$ cat config.mk
export PLATFORM = sky130hd
export DESIGN_NAME = pe_array_sched
export DESIGN_NICKNAME = d
export VERILOG_FILES = /design/src/rtl/pe_array_sched.sv
export SDC_FILE = /design/constraint.sdc
export NUM_CORES = 1
export LEC_CHECK = 0
export CAP_MARGIN = 20
export CORE_MARGIN = 1
export CORE_UTILIZATION = 40
export CTS_BUF_LIST = sky130_fd_sc_hd__clkbuf_16
export DETAILED_ROUTE_END_ITERATION = 10
export SYNTH_ARGS = -nofsm -noshare
export SYNTH_HDL_FRONTEND = slang
export SYNTH_SLANG_ARGS = --single-unit
$ cat constraint.sdc
create_clock -name clk_i -period 5.89 [get_ports clk_i]
set_clock_uncertainty 0.15 [all_clocks]
set_input_delay 1.767 -clock clk_i [delete_from_list [all_inputs] [get_ports clk_i]]
set_output_delay 1.767 -clock clk_i [all_outputs]
set_load 0.05 [all_outputs]
$ cat src/rtl/pe_array_sched.sv
// Sequencer for a weight-stationary PE array: clears the PE weights, loads K weight
// columns, then streams ifmap columns pass by pass while counting bottom-edge psums.
module pe_array_sched #(
    parameter int G_ARRAY_HEIGHT = 5,
    parameter int G_ARRAY_WIDTH  = 4,
    parameter int G_KERNEL_SIZE  = 5,
    parameter int G_IMAGE_HEIGHT = 28,
    parameter int G_IMAGE_WIDTH  = 28,
    localparam int LP_LANES = G_ARRAY_HEIGHT + G_ARRAY_WIDTH - 1,
    localparam int LP_KW    = (G_KERNEL_SIZE > 1) ? $clog2(G_KERNEL_SIZE) : 1,
    localparam int LP_CW    = (G_IMAGE_WIDTH > 1) ? $clog2(G_IMAGE_WIDTH) : 1,
    localparam int LP_RW    = (G_IMAGE_HEIGHT > 1) ? $clog2(G_IMAGE_HEIGHT) : 1
) (
    input  logic                     clk_i,
    input  logic                     rst_i,
    input  logic                     start_i,
    input  logic                     ifmap_rdy_i,
    input  logic [G_ARRAY_WIDTH-1:0] psum_vld_i,
    output logic                     weight_clr_o,
    output logic                     weight_vld_o,
    output logic [LP_KW-1:0]         wt_idx_o,
    output logic [LP_LANES-1:0]      ifmap_vld_o,
    output logic [LP_LANES-1:0]      ifmap_row_o,
    output logic [LP_CW-1:0]         ifmap_col_o,
    output logic [LP_RW-1:0]         row_base_o,
    output logic                     busy_o,
    output logic                     done_o
);

    localparam int LP_OH = G_IMAGE_HEIGHT - G_KERNEL_SIZE + 1;
    localparam int LP_OW = G_IMAGE_WIDTH - G_KERNEL_SIZE + 1;
    localparam int LP_NW = $clog2(LP_OW + 1);

    typedef enum logic [2:0] {
        S_IDLE, S_CLEAR, S_LOAD_W, S_STREAM, S_DRAIN, S_DONE
    } state_t;

    state_t                               state_q, state_d;
    logic [LP_KW-1:0]                     wt_q, wt_d;
    logic [LP_CW-1:0]                     col_q, col_d;
    logic [LP_RW-1:0]                     rb_q, rb_d;
    logic [G_ARRAY_WIDTH-1:0][LP_NW-1:0]  cnt_q, cnt_d;
    logic [G_ARRAY_WIDTH-1:0]             act;
    logic [LP_LANES-1:0]                  lane_ok;
    logic                                 all_done;
    logic                                 last_pass;

    // Lanes past the image bottom and columns past the last output row sit idle.
    always_comb begin
        lane_ok  = '0;
        act      = '0;
        all_done = 1'b1;
        for (int i = 0; i < LP_LANES; i++)
            lane_ok[i] = (int'(rb_q) + i) < G_IMAGE_HEIGHT;
        for (int c = 0; c < G_ARRAY_WIDTH; c++) begin
            act[c] = (int'(rb_q) + c) < LP_OH;
            if (act[c] && cnt_q[c] != LP_NW'(LP_OW))
                all_done = 1'b0;
        end
    end

    assign last_pass = (int'(rb_q) + G_ARRAY_WIDTH) >= LP_OH;

    always_comb begin
        state_d      = state_q;
        wt_d         = wt_q;
        col_d        = col_q;
        rb_d         = rb_q;
        cnt_d        = cnt_q;
        weight_clr_o = 1'b0;
        weight_vld_o = 1'b0;
        wt_idx_o     = '0;
        ifmap_vld_o  = '0;
        done_o       = 1'b0;

        if (state_q == S_STREAM || state_q == S_DRAIN) begin
            for (int c = 0; c < G_ARRAY_WIDTH; c++)
                if (psum_vld_i[c] && act[c] && cnt_q[c] != LP_NW'(LP_OW))
                    cnt_d[c] = cnt_q[c] + LP_NW'(1);
        end

        case (state_q)
            S_IDLE: begin
                if (start_i)
                    state_d = S_CLEAR;
            end
            S_CLEAR: begin
                weight_clr_o = 1'b1;
                rb_d         = '0;
                col_d        = '0;
                wt_d         = '0;
                cnt_d        = '0;
                state_d      = S_LOAD_W;
            end
            S_LOAD_W: begin
                weight_vld_o = 1'b1;
                wt_idx_o     = wt_q;
                if (wt_q == LP_KW'(G_KERNEL_SIZE - 1)) begin
                    wt_d    = '0;
                    state_d = S_STREAM;
                end else begin
                    wt_d = wt_q + LP_KW'(1);
                end
            end
            S_STREAM: begin
                if (ifmap_rdy_i) begin
                    ifmap_vld_o = lane_ok;
                    if (col_q == LP_CW'(G_IMAGE_WIDTH - 1)) begin
                        col_d   = '0;
                        state_d = S_DRAIN;
                    end else begin
                        col_d = col_q + LP_CW'(1);
                    end
                end
            end
            S_DRAIN: begin
                // Clearing here overrides any psum landing on the same edge.
                if (all_done) begin
                    cnt_d = '0;
                    if (last_pass) begin
                        state_d = S_DONE;
                    end else begin
                        rb_d    = rb_q + LP_RW'(G_ARRAY_WIDTH);
                        state_d = S_STREAM;
                    end
                end
            end
            S_DONE: begin
                done_o  = 1'b1;
                state_d = S_IDLE;
            end
            default: state_d = S_IDLE;
        endcase
    end

    assign ifmap_row_o = ifmap_vld_o & {LP_LANES{col_q == '0}};
    assign ifmap_col_o = col_q;
    assign row_base_o  = rb_q;
    assign busy_o      = (state_q != S_IDLE);

    always_ff @(posedge clk_i) begin
        if (rst_i) begin
            state_q <= S_IDLE;
            wt_q    <= '0;
            col_q   <= '0;
            rb_q    <= '0;
            cnt_q   <= '0;
        end else begin
            state_q <= state_d;
            wt_q    <= wt_d;
            col_q   <= col_d;
            rb_q    <= rb_d;
            cnt_q   <= cnt_d;
        end
    end

endmodule

==> impl_summary.md <==
Run status
The flow ran to the end, and the final reports show no timing, DRC or antenna violations.

Floorplanning
The floorplan step defined a die boundary enclosing slightly below 6000 um^2. The count of boundary I/O pins is a little over 40. The floorplan die width is around 76 um. The height of the chip is 76.0 um. The initial core utilization is roughly 42%. The floorplan has 26 rows. The core region is between 5000 and 6000 um^2.

STA
The number of hold violations in the final report is 0. The setup-violating endpoint count in the final report is 0. The slew at the pin closest to its max-slew limit is between 0.8 and 0.9 ns. After layout, the worst setup slack is approximately 0.36 ns. The total count of max-transition violations in the final report is 0. The accumulated negative setup slack is 0 ns. For this run, the top clock speed supported by timing is around 180 MHz. Setup repair after global routing left no endpoint under its margin. Headroom to the max-slew limit came out at a little over two fifths. The portion of the clock cycle consumed by the worst path in the final layout is 93.9%. The minimum period implied by the final worst setup slack is between 5 and 6 ns.

Final layout
The synthesis-to-finish area growth is 25.9%. The area of the multi-input gates is about 1400 um^2. The area taken by flip-flops and latches is between 600 and 700 um^2. At the end of the flow, the number of nets in the layout was between 300 and 400. Leaving out filler cells and counting taps, the final layout contains approximately 360. Counting the fill cells in the layout gives 506. The count of antenna diodes in the layout is 0. The fraction of layout cells with a size suffix above 1 is about 9%.

Synth
The synthesized design devotes to its leading area cell type a little under a third of total area. The mapped cell area is between 2000 and 2500 um^2. Ranked by instance count, the synthesized netlist is headed by dfxtp_1 (34), nor2_1 (28), inv_1 (18). The cell count after synthesis is between 200 and 300.

The sequential element share of the synthesized area is 31.1%. The synthesized design contains 34 register bits. Sorting the synthesized cells by area gives the leading types as dfxtp_1 (31%), ha_1 (9.1%), nor2_1 (4.8%). The flip-flop cell with the highest count after synthesis is dfxtp_1. Yosys instantiated no cell more often than dfxtp_1. After synthesis, the netlist uses 50 different library cells. Counting flops with a built-in enable in the synthesized netlist gives 0. The fraction of synthesis flops using an asynchronous set or reset pin is 0%. The biggest area contributor in the post-synthesis netlist is dfxtp_1.

For this run, the number of Yosys warnings is 0. A synthesized cell averages roughly 8.4 um^2.

Critical path
The critical path ends at ifmap_vld_o[3]. The setup slack on the worst flop-to-flop path is between 3 and 4 ns. The critical path launch point type is a primary input. Data arrives at the worst endpoint at around 3.6 ns. The worst register-to-register path begins at cnt_q[15]$_SDFF_PP0_. At the worst endpoint, the required time is 3.97 ns. The end of the worst register-to-register path is cnt_q[16]$_SDFF_PP0_. The category of the worst setup path capture point is an output pin. The critical path crosses 4 cells after its start point. For the worst flop-to-flop path, the logic depth is 6. The most used cell along the critical path is clkdlybuf4s50_1. The cell class contributing the biggest share of worst-path delay is buffers and inverters.

The slowest cell on the critical path is clkdlybuf4s50_1. The delay of the slowest cell on the worst path is between 0.8 and 0.9 ns. The total buffers and inverters traversed by the critical path is 2. The setup path with the least slack is of type primary input to output pin.

The most critical setup path has its startpoint at ifmap_rdy_i. The signal on the critical path passes through clkdlybuf4s50_1 > nand2_1 > a21oi_1 > clkdlybuf4s50_1. The maximum fanout along the worst path is 7.

Routing
After detailed routing, the number of vias per cell comes to between 5 and 6. The wire length after detailed routing is 4730 um. In the final routed layout, each cell accounts on average for roughly 13 um.

The first detailed-routing pass took 4 iterations. After detailed routing, the number of remaining DRC violations is 0. The violation count after the first detailed-route iteration is 90. The routed via count is about 1,900. The detail route stage leaves a number of antenna-violating nets equal to 0.

Placement
The final weighted congestion in routability-driven placement is just under 0.8. The cell total after placement is roughly 360. After legalization and detailed placement, the total HPWL measured 3430 um. The count of buffers added on input and output ports is 38. The pre-CTS worst setup slack is between 0.3 and 0.4 ns.

GRT
For this run the aggregate overflow at the end of global routing stands at 0. The initial antenna violation count is 0. The maximum number of pins on one net before global-route repair is 22. The wire length of the first global-routing pass is roughly 8100 um. The number of global-route vias before repair came to between 1,500 and 2,000. In the global route stage, overall resource usage came out at 17.2%.

Job
The tool flagged a number of max-cap violations equal to 0.

CTS
Clock latency on the worst-skew pair, taken at its later pin, is roughly 0.28 ns. The TritonCTS clock tree is yes. In this run the clock root is driven by a clkbuf_16.

Buffers inserted to repair hold after CTS numbered 0. The number of buffers inserted by post-CTS setup repair is 0. The number of resized instances in the post-cts repair step is 0. In this run the number of H-tree levels came out at 2. The clock slew at the register clock pins of the worst setup and hold paths is roughly 0.05 ns.

In this run, CTS created clock tree buffers numbering 5. The clock passes through at most 2 buffers. For this design, the sink count on the clock tree is 34.

Power
The total power density per cell area is ~240 nW/um^2. The leakage power of the design is 0.993 nW. The worst-case IR drop observed on VDD is between 0.15 and 0.2 mV. The total power of the final layout is ~0.66 mW.

Worst hold path
The worst hold path belongs to the class register to register.
cell usage in the layout (no fill, tap or decap), drive strengths merged, types with 2 or more instances in the layout:
| master | instances |
|---|---|
| a211oi | 4 |
| a21boi | 5 |
| a21oi | 15 |
| a311oi | 4 |
| a32o | 2 |
| and2 | 13 |
| and3b | 3 |
| buf | 11 |
| clkbuf | 5 |
| clkdlybuf4s50 | 27 |
| conb | 2 |
| dfxtp | 34 |
| ha | 16 |
| inv | 18 |
| mux2 | 2 |
| mux2i | 5 |
| nand2 | 7 |
| nand2b | 4 |
| nand3 | 8 |
| nand4 | 7 |
| nand4b | 4 |
| nor2 | 28 |
| nor2b | 3 |
| nor3 | 7 |
| nor3b | 4 |
| o2111ai | 2 |
| o211ai | 4 |
| o21ai | 11 |
| o31ai | 2 |
| or3 | 7 |
| or4b | 2 |
| xnor2 | 9 |
| xor2 | 5 |
tightest hold or removal path: stages (launching register included):
cell and delay, ns:
dfxtp_1 0.32, o21ai_0 0.07, a21oi_1 0.06
power by group:
group          internal, mW  switching [mW]  leakage (nW)
clock network         0.150          0.0902        0.0632
registers             0.238          0.0185         0.275
logic                0.0586           0.103         0.655
total                 0.447           0.212         0.993
worst min-delay path by stage:
| stage | end | slack, ns | depth (start not counted) | start |
|---|---|---|---|---|
| after floorplan | cnt_q[14]$_SDFF_PP0_ | 0.31 | 2 | cnt_q[14]$_SDFF_PP0_ |
| after global placement | cnt_q[14]$_SDFF_PP0_ | 0.32 | 2 | cnt_q[14]$_SDFF_PP0_ |
| after detailed placement | cnt_q[14]$_SDFF_PP0_ | 0.34 | 2 | cnt_q[14]$_SDFF_PP0_ |
| after global routing | cnt_q[14]$_SDFF_PP0_ | 0.37 | 2 | cnt_q[14]$_SDFF_PP0_ |
| final | cnt_q[14]$_SDFF_PP0_ | 0.34 | 2 | cnt_q[14]$_SDFF_PP0_ |
| after CTS | cnt_q[9]$_SDFF_PP0_ | 0.35 | 2 | cnt_q[9]$_SDFF_PP0_ |
logic make-up after synthesis:
logic type	Yosys count	synth area share (%)
xor gates and xnor gates	14	5.59
buffers and inverters	31	5.82
AOI/OAI and AO/OA	57	17.5
muxes	7	3.31
adders and majority gates	16	9.13
other	1	0.171
DFF	34	31.1
and+or+nand+nor	102	27.4
metal layers:
metal | up-vias | GRT usage [%] | part of all wire (%)
li1 | 992 | - | -
met1 | 874 | 22.1 | 49
met2 | 41 | 27.8 | 45
met3 | 7 | 3.71 | 4.6
met4 | 0 | 6.92 | 1.5
met5 | - | 0 | 0
through the flow:
stage          hold WS (ns)  util, %  area, um^2
5_1_grt               0.375     53.0        2760
3_5_place_dp          0.338     50.5        2630
4_1_cts               0.347     53.0        2760
3_3_place_gp          0.324     50.5        2630
6_report              0.344     53.0        2760
2_1_floorplan         0.308        -        2200
cell type report:
| type | instances | area share [%] |
|---|---|---|
| inverters | 18 | 2.45 |
| clock buffers | 5 | 4.54 |
| well taps | 70 | 3.17 |
| repair buffers | 38 | 14.6 |
| flip-flops and latches | 34 | 24.7 |
| clock inverters | 1 | 0.136 |
| multi-input cells | 198 | 50.4 |
state kept, by name, summed over array words and instances, names as in the netlist:
register / flops
row_base_o: 3
ifmap_col_o: 5
state_q: 3
wt_q: 3
cnt_q: 20
(Power assumes the default switching activity.)
